File: src/rtl/pxs_vga_timing_gen.sv
// iPxs stream source: free-running H/V counters with a registered 23-bit VGA stream.
// Optional macro PXS_FRAME_PULSE_EN adds frame_o, high alongside the (0,0) pixel.
module pxs_vga_timing_gen #(
  parameter int H_ACTIVE = 640,
  parameter int H_FP     = 16,
  parameter int H_SYNC   = 96,
  parameter int H_BP     = 48,
  parameter int V_ACTIVE = 480,
  parameter int V_FP     = 10,
  parameter int V_SYNC   = 2,
  parameter int V_BP     = 33,
  parameter bit SYNC_POL = 1'b0
) (
  input  logic        px_clk,
  input  logic        rst,
  input  logic        en,
  output logic [22:0] VGAStr_o
`ifdef PXS_FRAME_PULSE_EN
  ,
  output logic        frame_o
`endif
);

  localparam int H_TOTAL_I = H_ACTIVE + H_FP + H_SYNC + H_BP;
  localparam int V_TOTAL_I = V_ACTIVE + V_FP + V_SYNC + V_BP;

  // 11-bit compare constants so a total of exactly 1024 still fits.
  localparam logic [10:0] H_ACT    = 11'(H_ACTIVE);
  localparam logic [10:0] H_SYNC_S = 11'(H_ACTIVE + H_FP);
  localparam logic [10:0] H_SYNC_E = 11'(H_ACTIVE + H_FP + H_SYNC);
  localparam logic [10:0] H_LAST   = 11'(H_TOTAL_I - 1);
  localparam logic [10:0] V_ACT    = 11'(V_ACTIVE);
  localparam logic [10:0] V_SYNC_S = 11'(V_ACTIVE + V_FP);
  localparam logic [10:0] V_SYNC_E = 11'(V_ACTIVE + V_FP + V_SYNC);
  localparam logic [10:0] V_LAST   = 11'(V_TOTAL_I - 1);
  localparam logic [10:0] V_TOTAL  = 11'(V_TOTAL_I);

  localparam logic [22:0] IDLE_STR = {20'd0, ~SYNC_POL, ~SYNC_POL, 1'b0};

  logic [9:0]  hcnt_q, hcnt_d;
  logic [9:0]  vcnt_q, vcnt_d;
  logic [22:0] str_q, str_d;
  logic [10:0] h_ext, v_ext;
  logic        h_in_sync, v_in_sync, active;

  always_comb begin
    h_ext     = {1'b0, hcnt_q};
    v_ext     = {1'b0, vcnt_q};
    hcnt_d    = hcnt_q;
    vcnt_d    = vcnt_q;
    str_d     = str_q;
    active    = (h_ext < H_ACT) && (v_ext < V_ACT);
    h_in_sync = (h_ext >= H_SYNC_S) && (h_ext < H_SYNC_E);
    v_in_sync = (v_ext >= V_SYNC_S) && (v_ext < V_SYNC_E);

    if (en) begin
      str_d = {hcnt_q, vcnt_q,
               h_in_sync ? SYNC_POL : ~SYNC_POL,
               v_in_sync ? SYNC_POL : ~SYNC_POL,
               active};
      // ">=" rather than "==" so a corrupted counter recovers on the next enabled edge.
      if (h_ext >= H_LAST) begin
        hcnt_d = '0;
        if (v_ext >= V_LAST) vcnt_d = '0;
        else                 vcnt_d = vcnt_q + 10'd1;
      end else begin
        hcnt_d = hcnt_q + 10'd1;
        if (v_ext >= V_TOTAL) vcnt_d = '0;
      end
    end
  end

  always_ff @(posedge px_clk) begin
    if (rst) begin
      hcnt_q <= '0;
      vcnt_q <= '0;
      str_q  <= IDLE_STR;
    end else begin
      hcnt_q <= hcnt_d;
      vcnt_q <= vcnt_d;
      str_q  <= str_d;
    end
  end

  assign VGAStr_o = str_q;

`ifdef PXS_FRAME_PULSE_EN
  logic frame_q, frame_d;

  // Registered from the same counter state as the stream so it lines up with (0,0).
  always_comb begin
    frame_d = frame_q;
    if (en) frame_d = (hcnt_q == 10'd0) && (vcnt_q == 10'd0);
  end

  always_ff @(posedge px_clk) begin
    if (rst) frame_q <= 1'b0;
    else     frame_q <= frame_d;
  end

  assign frame_o = frame_q;
`endif

endmodule
File: config.mk
export PLATFORM = sky130hd
export DESIGN_NAME = pxs_vga_timing_gen
export DESIGN_NICKNAME = d
export VERILOG_FILES = /design/src/rtl/pxs_vga_timing_gen.sv
export SDC_FILE = /design/constraint.sdc
export NUM_CORES = 1
export LEC_CHECK = 0
export ABC_AREA = 0
export CAP_MARGIN = 5
export CELL_PAD_IN_SITES_DETAIL_PLACEMENT = 1
export CELL_PAD_IN_SITES_GLOBAL_PLACEMENT = 2
export CORE_ASPECT_RATIO = 1.2
export CORE_MARGIN = 5
export CORE_UTILIZATION = 30
export CTS_CLUSTER_SIZE = 28
export DETAILED_ROUTE_END_ITERATION = 10
export GPL_TIMING_DRIVEN = 0
export PLACE_DENSITY = 0.77
export SLEW_MARGIN = 20
export SYNTH_ARGS = -nofsm -noshare
export SYNTH_HDL_FRONTEND = slang
export SYNTH_SLANG_ARGS = --single-unit
File: constraint.sdc
create_clock -name px_clk -period 1.9 [get_ports px_clk]
set_input_delay 0.38 -clock px_clk [delete_from_list [all_inputs] [get_ports px_clk]]
set_output_delay 0.38 -clock px_clk [all_outputs]
set_load 0.01 [all_outputs]
# Yosys cells after proc, flatten, opt, wreduce, memory -nomap -nowiden
# Index checks and enable logic that the tools add are counted.
dict set report op_classes {
  n_addsub 2
  n_lt_le_gt_ge 9
  muxes 6
  n_reduce_logical 5
}
# operator n
set op_table {}
lappend op_table {{$ge A10 B10 Y1 const B} 4}
lappend op_table {{$mux W10} 4}
lappend op_table {{$add A10 B1 Y10 const B} 2}
lappend op_table {{$lt A10 B10 Y1 const B} 2}
lappend op_table {{$lt A10 B9 Y1 const B} 2}
lappend op_table {{$ge A10 B9 Y1 const B} 1}
lappend op_table {{$logic_and A1 B1 Y1} 3}
lappend op_table {{$mux W1} 2}
lappend op_table {{$reduce_and A2 Y1} 1}
lappend op_table {{$reduce_bool A2 Y1} 1}
dict set report totals {
  reg_bits 43
  in_bits 3
  output_inout_bits 23
  elab_cells 25
}

# Longest topological paths before layout
# Gate-level depths: netlist (run 1).
dict set report depth {
  word_depth 3
  mapped_depth 7
  ltp_nobuf 6
}

# Worst setup path before layout (run 1)
# No wires, ideal clock.
dict set report synth_path {
  path_kind {reg-to-reg}
  from {register vcnt_q[1]}
  to {register vcnt_q[2]}
  arrival_ns 1.806
  path_slack_ns 0.013
  stages_incl_launch_ff 8
  n_path_buf 1
  synth_period_minus_slack_ns 1.887
  cell_sequence {dfxtp_1 inv_1 ha_1 nand2b_1 a2111o_1 a311o_1 buf_6 o221ai_2}
}
dict set report synth_via {
  elab_chain_len 3
}
# element line
set synth_rtl {}
lappend synth_rtl {{start: declaration} 41} ;# logic [9:0] vcnt_q, vcnt_d;
lappend synth_rtl {{start signal: assignment} 80} ;# vcnt_q <= vcnt_d;
lappend synth_rtl {{$add A10 B1 Y10 (tied with other cells)} 65} ;# else vcnt_d = vcnt_q + 10'd1;
lappend synth_rtl {{$mux W10 / $reduce_bool A2 Y1 (equally long branches)} -}
lappend synth_rtl {{$mux W10 / $reduce_and A2 Y1 (equally long branches)} -}
# Several ways; a longest one is shown, not always the timed one.
# A chain may end at the register's enable or synchronous reset.

# Worst setup path after layout (run 1)
dict set report layout_path {
  from {register vcnt_q[0]}
  to {register vcnt_q[4]}
}
# Same word-level chain as after synthesis.

==> results.yml, run 1 <==
routing:
  ant_nets: 0
  vias: 1678
  route.detailed.drc: 0
  dr.pass1.iters: 4
  viasPerCell: 4.99
  drtIter0Drc: 42
  wl_per_cell_um: 14.9
  routed_wl_um: 5010
clock_network:
  tritoncts: "yes"
  cts_buffer_depth: 2
  clk_pin_slew_ps: 80
  htree_levels: 2
  cts_buffers: 5
  clk_latency_ps: 300
  numClockSinks: 43
  cts-root-buf: "clkbuf_8"
synthesis:
  yosys-top-cells-area: "dfxtp_1 (43%), mux2i_1 (9.9%), nor2_1 (6.1%)"
  ys.warnings.count: 0
  synth-main-ff-cell: "dfxtp_1"
  synth_top_area_cell: "dfxtp_1"
  ys_ff_latch: 43
  syn_nets: 229
  ys_seq_area_share_pct: 42.7
  avgSynthCellArea_um2: 9.17
  yosys-top-cells-count: "dfxtp_1 (43), nor2_1 (33), mux2i_1 (20), nand3_1 (13), inv_1 (12)"
  yosysMostFrequentCell: "dfxtp_1"
  syn_inst: 220
  synth_edf_count: 0
  netlist_area_um2: 2020
  synthArstFlopShare_pct: 0
  ys_types: 39
  yosysTopAreaCellShare_pct: 42.7
pwr:
  p_total_mw: 1.73
  cellPowerDensity_nw_per_um2: 689
  ir_worst_vdd_mv: 0.321
  p_leak_nw: 0.901
die:
  die_y_um: 99.8
  dieArea_um2: 8470
  rows: 32
  fp.coreArea_um2: 6490
  fp.dieW_um: 84.9
  io_pins: 26
  start_util_pct: 31.1
critical_path:
  slowest_stage: "a311o_1"
  worstSetupPathType: "flip-flop to flip-flop"
  cpPeakStageDelay_ps: 410
  critical_path.cell_chain: "ha_1, nand2b_1, a2111o_1, a311o_1, buf_6, o221ai_2"
  critical_path_arrival_ps: 2080
  critPathLaunchType: "flip-flop"
  setup.worst_path.end_class: "flip-flop"
  required_ps: 2120
  path_buf_inv: 1
  crit_family: "compound AO/OA/AOI/OAI gates"
  cp_max_fo: 7
timing:
  setup_violations: 0
  fin_crit_sh_pct: 97.7
  tightest_slew_ps: 708
  worst_slack_ps: 43.1
  clock_skew_ps: 8.66
  fmax_mhz: 539
  hold_slack_ps: 495
  slew_viol_final: 0
  period_minus_slack_ps: 1860
  hold_violations: 0
  rsz0062_at_grt: "true"
  max_slew_margin_pct: 52.8
placement:
  io_buffers: 23
  place_ws_ps: -237
  gp_congestion: 0.771
  dp_hpwl_um: 3580
final_layout:
  diodes: 0
  area_growth_pct: 24.8
  fin_util_pct: 38.8
  drive_gt1_share_pct: 16.3
  final_nets: 259
  fillers: 774
global_routing:
  grt_remaining_overflow: 0
  grt_pass1_vias: 1764
  grt_pass1_wl_um: 8660
  grt_util_all_layers_pct: 12.8
  grt_max_degree: 14
  antenna_found_initial: 0
hold_path:
  hold_path_class: "flip-flop to flip-flop"
run:
  maxCapViolCount: 0
outcome:
  status: "complete, no violations"
-- cell families (layout without fill, tap and decap cells) --
group	count (synthesis)	in the layout	share of synthesized area [%]
flops	43	43	42.7
simple gates	88	88	21.7
xor+xnor	8	8	3.47
compound gates	27	27	12.5
mux	20	20	9.93
fa+ha+maj	6	6	3.72
buf+inv	28	59	6.02
-- worst min-delay path, delay by kind of cell, from the launching register on --
kind | cells | cell delay, ps
simple gates | 1 | 70
compound gates | 1 | 60
flops | 1 | 320
-- where the power goes --
group	switching [mW]	leakage (nW)	internal, mW
clock network	0.323	0.0612	0.426
registers	0.00752	0.352	0.902
logic	0.0457	0.488	0.0294
-- state kept, by name, summed over array words and instances, names as in the netlist --
name      flops
VGAStr_o     23
vcnt_q       10
hcnt_q       10
-- repair_timing --
item,4_1_cts,5_1_grt
setup endpoints to repair,10,18
gates resized for setup,7,15
hold buffers,0,0
gates cloned,1,0
hold endpoints to repair,0,0
pin swaps,2,4
setup buffers,2,1
-- layout by cell type (no fill, tap or decap), types with 7 or more instances in the layout --
cell type / n
nand3_1: 13
clkdlybuf4s50_1: 23
inv_1: 10
dfxtp_1: 35
mux2i_1: 20
nand4_1: 10
nand2_1: 8
clkbuf_1: 7
nor2_1: 33
-- metrics by stage --
stage	instance area, um^2	setup TNS (ps)	std cells
after floorplan	2020	0	220
final	2520	0	336
after CTS	2500	-6.44	337
after detailed placement	2350	-1740	328
after global routing	2520	-16.4	336
after global placement	2350	-1680	328
-- worst paths after layout --
kind | from | end | slack (ps) | depth (start not counted)
min | VGAStr_o[0]$_SDFFE_PP0P_ | VGAStr_o[0]$_SDFFE_PP0P_ | 490 | 2
min reg2reg | VGAStr_o[0]$_SDFFE_PP0P_ | VGAStr_o[0]$_SDFFE_PP0P_ | 490 | 2
max reg2reg | vcnt_q[0]$_SDFFE_PP0P_ | vcnt_q[4]$_SDFFE_PP0P_ | 40 | 6
max | vcnt_q[0]$_SDFFE_PP0P_ | vcnt_q[4]$_SDFFE_PP0P_ | 40 | 6
-- area by class of cell --
class	instances	area [um^2]	area share, %
well taps	85	106	4.23
flip-flops and latches	43	878	34.9
repair buffers	27	264	10.5
plain buffers	12	56.3	2.24
clock inverters	2	35.0	1.39
inverters	12	47.5	1.89
multi-input cells	149	1050	41.6
clock buffers	6	82.6	3.28
-- metal layers --
layer / part of all wire, % / vias up / GRT usage [%]
li1: - / 825 / -
met1: 43 / 824 / 14.2
met2: 52 / 23 / 23.3
met3: 3.7 / 6 / 3.45
met4: 1.5 / 0 / 4.75
met5: 0 / - / 0
No activity file was read; power rests on OpenSTA's default activity.
==> run 2, diff against run 1 <==
--- a/config.mk
+++ b/config.mk
@@ -9,7 +9,7 @@
 export CAP_MARGIN = 5
 export CELL_PAD_IN_SITES_DETAIL_PLACEMENT = 1
 export CELL_PAD_IN_SITES_GLOBAL_PLACEMENT = 2
-export CORE_ASPECT_RATIO = 1.2
+export CORE_ASPECT_RATIO = 1.5
 export CORE_MARGIN = 5
 export CORE_UTILIZATION = 30
 export CTS_CLUSTER_SIZE = 28
==> run 2 against run 1 <==
  * Via count is 2.1% lower
  * Sequential cell count unchanged
  * Fmax fell by 0.39%
  * Critical path type unchanged
  * Critical endpoint is now vcnt_q[5]$_SDFFE_PP0P_
  * Largest cell class unchanged
  * Largest power group unchanged
==> results.yml, run 2 (synthesized netlist as in run 1, its figures left out) <==
pwr:
  ir_worst_vdd_mv: 0.387
  cellPowerDensity_nw_per_um2: 697
  p_leak_nw: 0.905
  pwr-share-comb_pct: 4.3
  intPower_mw: 1.37
  power_frac_seq_pct: 51.9
  p_sw_share_pct: 22.2
  power.clock.fraction_pct: 43.8
  p_sw_mw: 0.389
critical_path:
  rr_worst_depth: 6
  critical_path_arrival_ps: 2090
  rr_startpoint: "vcnt_q[0]$_SDFFE_PP0P_"
  setup.worst_path.end_class: "flip-flop"
  cp_max_fo: 7
  required_ps: 2120
  r2r_slack_ps: 40
  critPathLaunchType: "flip-flop"
  r2r-end: "vcnt_q[5]$_SDFFE_PP0P_"
  worstSetupPathType: "flip-flop to flip-flop"
clock_network:
  cts-root-buf: "clkbuf_8"
  tritoncts: "yes"
  htree_levels: 2
  hold_buffers: 0
  cts_buffers: 5
  cts_buffer_depth: 2
  clk_latency_ps: 300
  clk_pin_slew_ps: 90
  numClockSinks: 43
hold_path:
  holdPathEnd: "VGAStr_o[9]$_SDFFE_PP0P_"
  hold_path_class: "flip-flop to flip-flop"
  hold_depth: 2
  hp-start: "VGAStr_o[9]$_SDFFE_PP0P_"
die:
  die_y_um: 110
  start_util_pct: 30.9
  io_pins: 26
  fp.dieW_um: 77.0
  fp.coreArea_um2: 6530
  rows: 36
  dieArea_um2: 8500
global_routing:
  antenna_found_initial: 0
  grt_remaining_overflow: 0
  grt_util_all_layers_pct: 12.4
  grt_max_degree: 15
  grt_pass1_wl_um: 8610
  grt_pass1_vias: 1751
final_layout:
  mostFrequentLayoutCells: "dfxtp_1 (37), nor2_1 (33), clkdlybuf4s50_1 (23)"
  diodes: 0
  largest_register_ffs: 23
  instances_no_fill: 328
  final_nets: 260
  final_common_cell: "dfxtp_1"
  drive_gt1_share_pct: 16.7
  area_growth_pct: 24.9
timing:
  hold_slack_ps: 498
  max_slew_margin_pct: 53.5
  clock_skew_ps: 14.2
  fin_crit_sh_pct: 98.1
  slew_viol_final: 0
  period_minus_slack_ps: 1860
  rsz0062_at_grt: "true"
  setup_violations: 0
  tightest_slew_ps: 697
  hold_violations: 0
  fmax_mhz: 536
outcome:
  status: "complete, no violations"
routing:
  route.detailed.drc: 0
  ant_nets: 0
  drtIter0Drc: 38
  routed_wl_um: 5100
  vias: 1642
  wl_per_cell_um: 15.5
  dr.pass1.iters: 4
  viasPerCell: 5.01
placement:
  gp_congestion: 0.777
  io_buffers: 23
  place_inst: 319
  dp_hpwl_um: 3640
run:
  maxCapViolCount: 0
## run 2: worst max-delay path by stage
stage,start,end
floorplan,vcnt_q[1]$_SDFFE_PP0P_,vcnt_q[2]$_SDFFE_PP0P_
global route,vcnt_q[1]$_SDFFE_PP0P_,vcnt_q[4]$_SDFFE_PP0P_
finish,vcnt_q[0]$_SDFFE_PP0P_,vcnt_q[5]$_SDFFE_PP0P_
global placement,vcnt_q[6]$_SDFFE_PP0P_,vcnt_q[8]$_SDFFE_PP0P_
CTS,vcnt_q[6]$_SDFFE_PP0P_,vcnt_q[7]$_SDFFE_PP0P_
detailed placement,vcnt_q[6]$_SDFFE_PP0P_,vcnt_q[8]$_SDFFE_PP0P_
## run 2: power by group through the flow
stage / clock network (mW) / logic (mW) / registers (mW)
floorplan: 0 / 0.0510 / 0.935
global placement: 0 / 0.0735 / 0.935
detailed placement: 0 / 0.0738 / 0.935
CTS: 0.794 / 0.0768 / 0.912
global route: 0.838 / 0.0828 / 0.913
finish: 0.769 / 0.0747 / 0.911
## run 2: cell type report
| cell class | count | area (um^2) |
|---|---|---|
| fill | 757 | 4010 |
| clock inverter | 2 | 38.8 |
| clock buffer | 6 | 82.6 |
| buffer | 12 | 56.3 |
| inverter | 12 | 45.0 |
| tap | 76 | 95.1 |
| multi-input combinational | 149 | 1060 |
| timing repair buffer | 28 | 272 |
| sequential | 43 | 873 |
## run 2: what timing repair did
action	in CTS	in global routing
setup endpoints to repair	10	18
buffers inserted	3	1
pin swaps	4	0
gates resized for setup	10	10
cloned	1	0
## run 2: worst max-delay path: stages, from the launching register on
cell and delay [ps]:
dfxtp_4 380, ha_1 210, nand2b_4 130, a2111o_1 380, a311o_1 380, buf_6 160
o221ai_2 140
## run 2: metrics by stage
| step | worst slack [ps] | instance area [um^2] | power [mW] | TNS (ps) | utilization [%] |
|---|---|---|---|---|---|
| final | 35.7 | 2520 | 1.75 | 0 | 38.6 |
| after detailed placement | -251 | 2340 | 1.01 | -1930 | 35.9 |
| after global routing | -42.2 | 2520 | 1.83 | -167 | 38.6 |
| after global placement | -241 | 2340 | 1.01 | -1670 | 35.9 |
| after CTS | 11.5 | 2490 | 1.78 | 0 | 38.1 |
| after floorplan | 13.3 | 2020 | 0.986 | 0 | - |
## run 2: layer usage
layer | share of wire, % | track usage [%] | vias to the layer above
met5 | 0 | 0 | -
li1 | - | - | 817
met2 | 55 | 23.2 | 23
met3 | 2.7 | 2.61 | 6
met1 | 41 | 13.5 | 796
met4 | 1.3 | 3.73 | 0
==> variant 1, RTL diff (config.mk and constraints of run 1) <==
Build with the macro `PXS_FRAME_PULSE_EN` defined.
--- a/src/rtl/pxs_vga_timing_gen.sv
+++ b/src/rtl/pxs_vga_timing_gen.sv
@@ -1,5 +1,7 @@
 // iPxs stream source: free-running H/V counters with a registered 23-bit VGA stream.
 // Optional macro PXS_FRAME_PULSE_EN adds frame_o, high alongside the (0,0) pixel.
+`define PXS_FRAME_PULSE_EN
+
 module pxs_vga_timing_gen #(
   parameter int H_ACTIVE = 640,
   parameter int H_FP     = 16,
Formal check against the unedited RTL (old outputs only; new: frame_o): equivalent (Yosys induction, for registers that start in step).
==> variant 1 against run 1 <==
Total power grew 3.9%. Final area rose by 7.1%. Highest routed layer unchanged. Wire length grew 6.7%. Largest cell class unchanged. First-iteration DRC count rose by 12%. Critical endpoint is now vcnt_q[0]. Sequential cell count up 1. Worst setup slack lost 28 ps. Area after synthesis grew 1.6%.
==> variant 1: results (changes against run 1) <==
global_routing:
  grt_pass1_vias: 1839  # was 1,764
  track_usage: 0.1301  # was 0.1281
  grt_max_degree: 15  # was 14
  grt_pass1_wl_mm: 9.011  # was 8.659 mm
cells_and_area:
  nFillCells: 788  # was 774
  drive_above_1_share: 0.1612  # was 0.1633
  nNetsFinal: 281  # was 259
pwr:
  p_leak_nw: 1.012  # was 0.9011 nW
  ir_drop_mv: 0.3550  # was 0.3210 mV
setup_path:
  cp_max_fo: 4  # was 7
  critPathMaxStageDelay_ps: 570  # was 410 ps
  worstPathArrival_ps: 2120  # was 2080 ps
  slowest_stage: "or4_4"  # was a311o_1
  crit_family: "simple AND/OR/NAND/NOR gates"  # was compound AO/OA/AOI/OAI gates
sta:
  worst_slew_margin_rel: 0.6041  # was 0.5279
  finClkSkew_ps: 10.45  # was 8.662 ps
logic_synthesis:
  synth_fp_nets: 242  # was 229
  synth_area_leader_cell: "dfxtp_1"  # unchanged
  synthTopCellsByArea: "dfxtp_1 (43%), mux2i_1 (9.8%), nor2_1 (7.0%)"  # was dfxtp_1 (43%), mux2i_1 (9.9%), nor2_1 (6.1%)
  async_reset_ff_frac: 0  # unchanged
  synth.distinct_cells: 37  # was 39
  synthTopCellsByCount: "dfxtp_1 (44), nor2_1 (38), mux2i_1 (20)"  # was dfxtp_1 (43), nor2_1 (33), mux2i_1 (20)
  seq_area_frac_synth: 0.4301  # was 0.4268
detailed_routing:
  drt-vias-per-instance: 4.897  # was 4.994
  wire_per_inst_microns: 14.85  # was 14.91 microns
  drt_first_pass_iters: 4  # unchanged
  drtIter0Drc: 47  # was 42
clocking:
  worstSkewPairLatency_ps: 300  # about the same
  clockRootBuffer: "clkbuf_8"  # unchanged
  numCtsBuffers: 5  # unchanged
placement:
  post-place-ws_ps: -668.9  # was -237.3 ps
  dpl.hpwl_mm: 3.606  # was 3.583 mm
  dpl_cell_area_sq_um: 2421  # was 2354 sq um
  gp_congestion: 0.7466  # was 0.7707
  port_buffers: 26  # was 23
outcome:
  status: "finished, final reports clean"  # unchanged
-- variant 1: cell count changes after synthesis, moves of 3 or more --
cell,run 1,this run
nand2_1,8,16
o32ai_1,0,3
nor2_1,33,38
o221ai_2,6,0
nor2b_1,0,4
nand3b_1,1,4
a31oi_1,1,4
inv_1,12,7
a21oi_1,6,13
and3_1,0,6
nand3_1,13,7
nand4_1,10,5
xnor2_1,6,2
-- variant 1: kinds of logic (layout without fill, tap and decap cells) --
group                      count (synthesis)  count (layout)  synth area share
DFF                                       44              44            0.4301
buffers and inverters                     24              64           0.05437
muxes                                     20              20           0.09774
and+or+nand+nor                          100             100            0.2437
adders and majority gates                  6               6           0.03665
AOI/OAI and AO/OA                         33              33            0.1118
xor gates and xnor gates                   6               6           0.02566
-- variant 1: worst register-to-register path, cell delays in order (launching register included) --
cell and delay [ps]:
dfxtp_4 360, or4_4 570, a311oi_4 280, a2bb2oi_4 220, buf_6 150, buf_6 100
mux2i_1 60, nor2_1 100
-- variant 1: power breakdown --
group	switching (W)	internal (W)
Sequential	0.00000828	0.000926
Combinational	0.0000566	0.0000406
Clock	0.000339	0.000430
Total	0.000404	0.00140
-- variant 1: routing by layer --
layer	GRT usage	routed length, microns
met1	0.1692	2650
met5	0	0
met3	0.01962	111
met2	0.2177	2500
met4	0.04750	83
-- variant 1: worst paths after layout --
path                     from     endpoint  slack [ps]  cells past startpoint
setup / recovery    vcnt_q[6]    vcnt_q[0]          20                      7
hold / removal    VGAStr_o[0]  VGAStr_o[0]         470                      2
setup reg to reg    vcnt_q[6]    vcnt_q[0]          20                      7
hold reg to reg   VGAStr_o[0]  VGAStr_o[0]         470                      2
-- variant 1: cell type report --
| class | instances | area share |
|---|---|---|
| Sequential cell | 44 | 0.3333 |
| Buffer | 11 | 0.02368 |
| Inverter | 7 | 0.009749 |
| Clock inverter | 2 | 0.01439 |
| Multi-Input combinational cell | 165 | 0.4123 |
| Tap cell | 87 | 0.04039 |
| Timing Repair Buffer | 38 | 0.1356 |
| Clock buffer | 6 | 0.03064 |
-- variant 1: what timing repair did --
action,in CTS,in global routing
pin swaps,10,9
hold endpoints to repair,0,0
setup endpoints to repair,38,12
gates resized for setup,18,13
buffers inserted,6,6
-- variant 1: through the flow --
step / utilization / cells
6_report: 0.4004 / 360
3_3_place_gp: 0.3597 / 346
3_5_place_dp: 0.3597 / 346
4_1_cts: 0.3891 / 357
5_1_grt: 0.4004 / 360
2_1_floorplan: - / 233
==> variant 2, RTL diff (settings of run 1) <==
Without the edit above. Put one more register stage on the output `VGAStr_o`, with the module's reset. The value now appears one clock later.
--- a/src/rtl/pxs_vga_timing_gen.sv
+++ b/src/rtl/pxs_vga_timing_gen.sv
@@ -82,7 +82,13 @@
     end
   end
 
-  assign VGAStr_o = str_q;
+  always_ff @(posedge px_clk) begin
+    if (rst) begin
+      VGAStr_o <= '0;
+    end else begin
+      VGAStr_o <= str_q;
+    end
+  end
 
 `ifdef PXS_FRAME_PULSE_EN
   logic frame_q, frame_d;
Behaviour: not the same (a bounded check fails within 4 cycles, from zero or initial values and one cycle with rst high).
==> variant 2 against run 1 <==
Total power increased by 52%. Non-clock buffer count up 9. Worst setup slack improved by 37 ps. Wire length grew 20%. Final area rose by 31%. Via count up 19%. Sequential cell count grew 23. Area after synthesis up 29%. Largest cell class is now registers. Highest routed layer unchanged.
==> variant 2: results (changes against run 1) <==
detailed_routing:
  drtIter0Drc: 74  # was 42
  num_vias: 1999  # was 1,678
  wire_per_inst_microns: 14.18  # was 14.91 microns
  drt-total-wl_mm: 6.028  # was 5.009 mm
sta:
  finClkSkew_ps: 8.074  # was 8.662 ps
  worst_slew_margin_rel: 0.5895  # was 0.5279
cells_and_area:
  utilization: 0.3876  # was 0.3879
  nFillCells: 1007  # was 774
logic_synthesis:
  avgSynthCellArea_sq_um: 9.995  # was 9.168 sq um
  synthTopCellsByCount: "dfxtp_1 (66), nor2_1 (30), nor2b_1 (23)"  # was dfxtp_1 (43), nor2_1 (33), mux2i_1 (20)
  seq_area_frac_synth: 0.5065  # was 0.4268
  synth_fp_nets: 270  # was 229
  synth.distinct_cells: 43  # was 39
  synthTopCellsByArea: "dfxtp_1 (51%), mux2i_1 (7.3%), nor2b_1 (5.5%)"  # was dfxtp_1 (43%), mux2i_1 (9.9%), nor2_1 (6.1%)
setup_path:
  cp_max_fo: 6  # was 7
  crit_path_start: "hcnt_q[0]"  # was vcnt_q[0]
  worstPathArrival_ps: 2050  # was 2080 ps
global_routing:
  grt_pass1_wl_mm: 10.28  # was 8.659 mm
  met1_usage: 0.1487  # was 0.1422
  track_usage: 0.1245  # was 0.1281
  met2_usage: 0.2022  # was 0.2327
  grt_util_met3: 0.03686  # was 0.03448
clocking:
  htreeDepth: 3  # was 2
  worstSkewPairLatency_ps: 340  # was 300 ps
placement:
  dpl_cell_area_sq_um: 2995  # was 2354 sq um
  gp_congestion: 0.7768  # was 0.7707
outcome:
  status: "finished, final reports clean"  # unchanged
pwr:
  p_leak_nw: 1.245  # was 0.9011 nW
  ir_drop_mv: 0.2500  # was 0.3210 mV
variant 2: worst paths after layout:
path / to / cells after the start / slack (ps)
max: vcnt_q[7] / 7 / 80
max reg2reg: vcnt_q[7] / 7 / 80
min: VGAStr_o[0] / 2 / 450
min reg2reg: VGAStr_o[0] / 2 / 450
variant 2: repair_timing:
item,4_1_cts,5_1_grt
resized for setup,11,10
pin swaps,4,4
setup buffers,7,1
endpoints found under the setup margin,11,7
variant 2: stage by stage:
stage | power [W] | setup TNS, ps
2_1_floorplan | 0.001492 | 0
3_3_place_gp | 0.001528 | -8305
3_5_place_dp | 0.001530 | -9486
4_1_cts | 0.002687 | 0
5_1_grt | 0.002749 | 0
6_report | 0.002638 | 0
variant 2: layout make-up:
cell class / count / share of cell area
clock inverters: 3 / 0.01213
plain buffers: 16 / 0.02501
repair buffers: 32 / 0.09208
clock buffers: 12 / 0.04396
well taps: 117 / 0.04433
multi-input cells: 171 / 0.3687
flip-flops and latches: 66 / 0.4047
inverters: 8 / 0.009094
variant 2: kinds of logic (layout without fill, tap and decap cells):
kind of cell    after synthesis  in the layout  synth area share
simple gates                108            108            0.2235
flops                        66             66            0.5065
compound gates               30             30            0.1017
buf+inv                      24             71           0.03980
mux                          19             19           0.07290
xor+xnor                      8              8           0.02686
fa+ha+maj                     6              6           0.02878
variant 2: worst max-delay path, stage by stage (launching register included):
cell and delay (ps):
dfxtp_4 390, ha_4 150, and4_1 220, buf_6 130, o2111a_2 260, a211oi_4 60, buf_4 170, a221o_1 340
variant 2: routing by layer:
layer / part of all wire / vias to the layer above
li1: - / 985
met1: 0.45 / 977
met2: 0.50 / 27
met3: 0.035 / 10
met4: 0.020 / 0
met5: 0 / -
variant 2: power by group:
group	internal [W]	switching, W
combinational	0.0000359	0.0000634
sequential	0.00139	0.00000841
clock	0.000631	0.000509
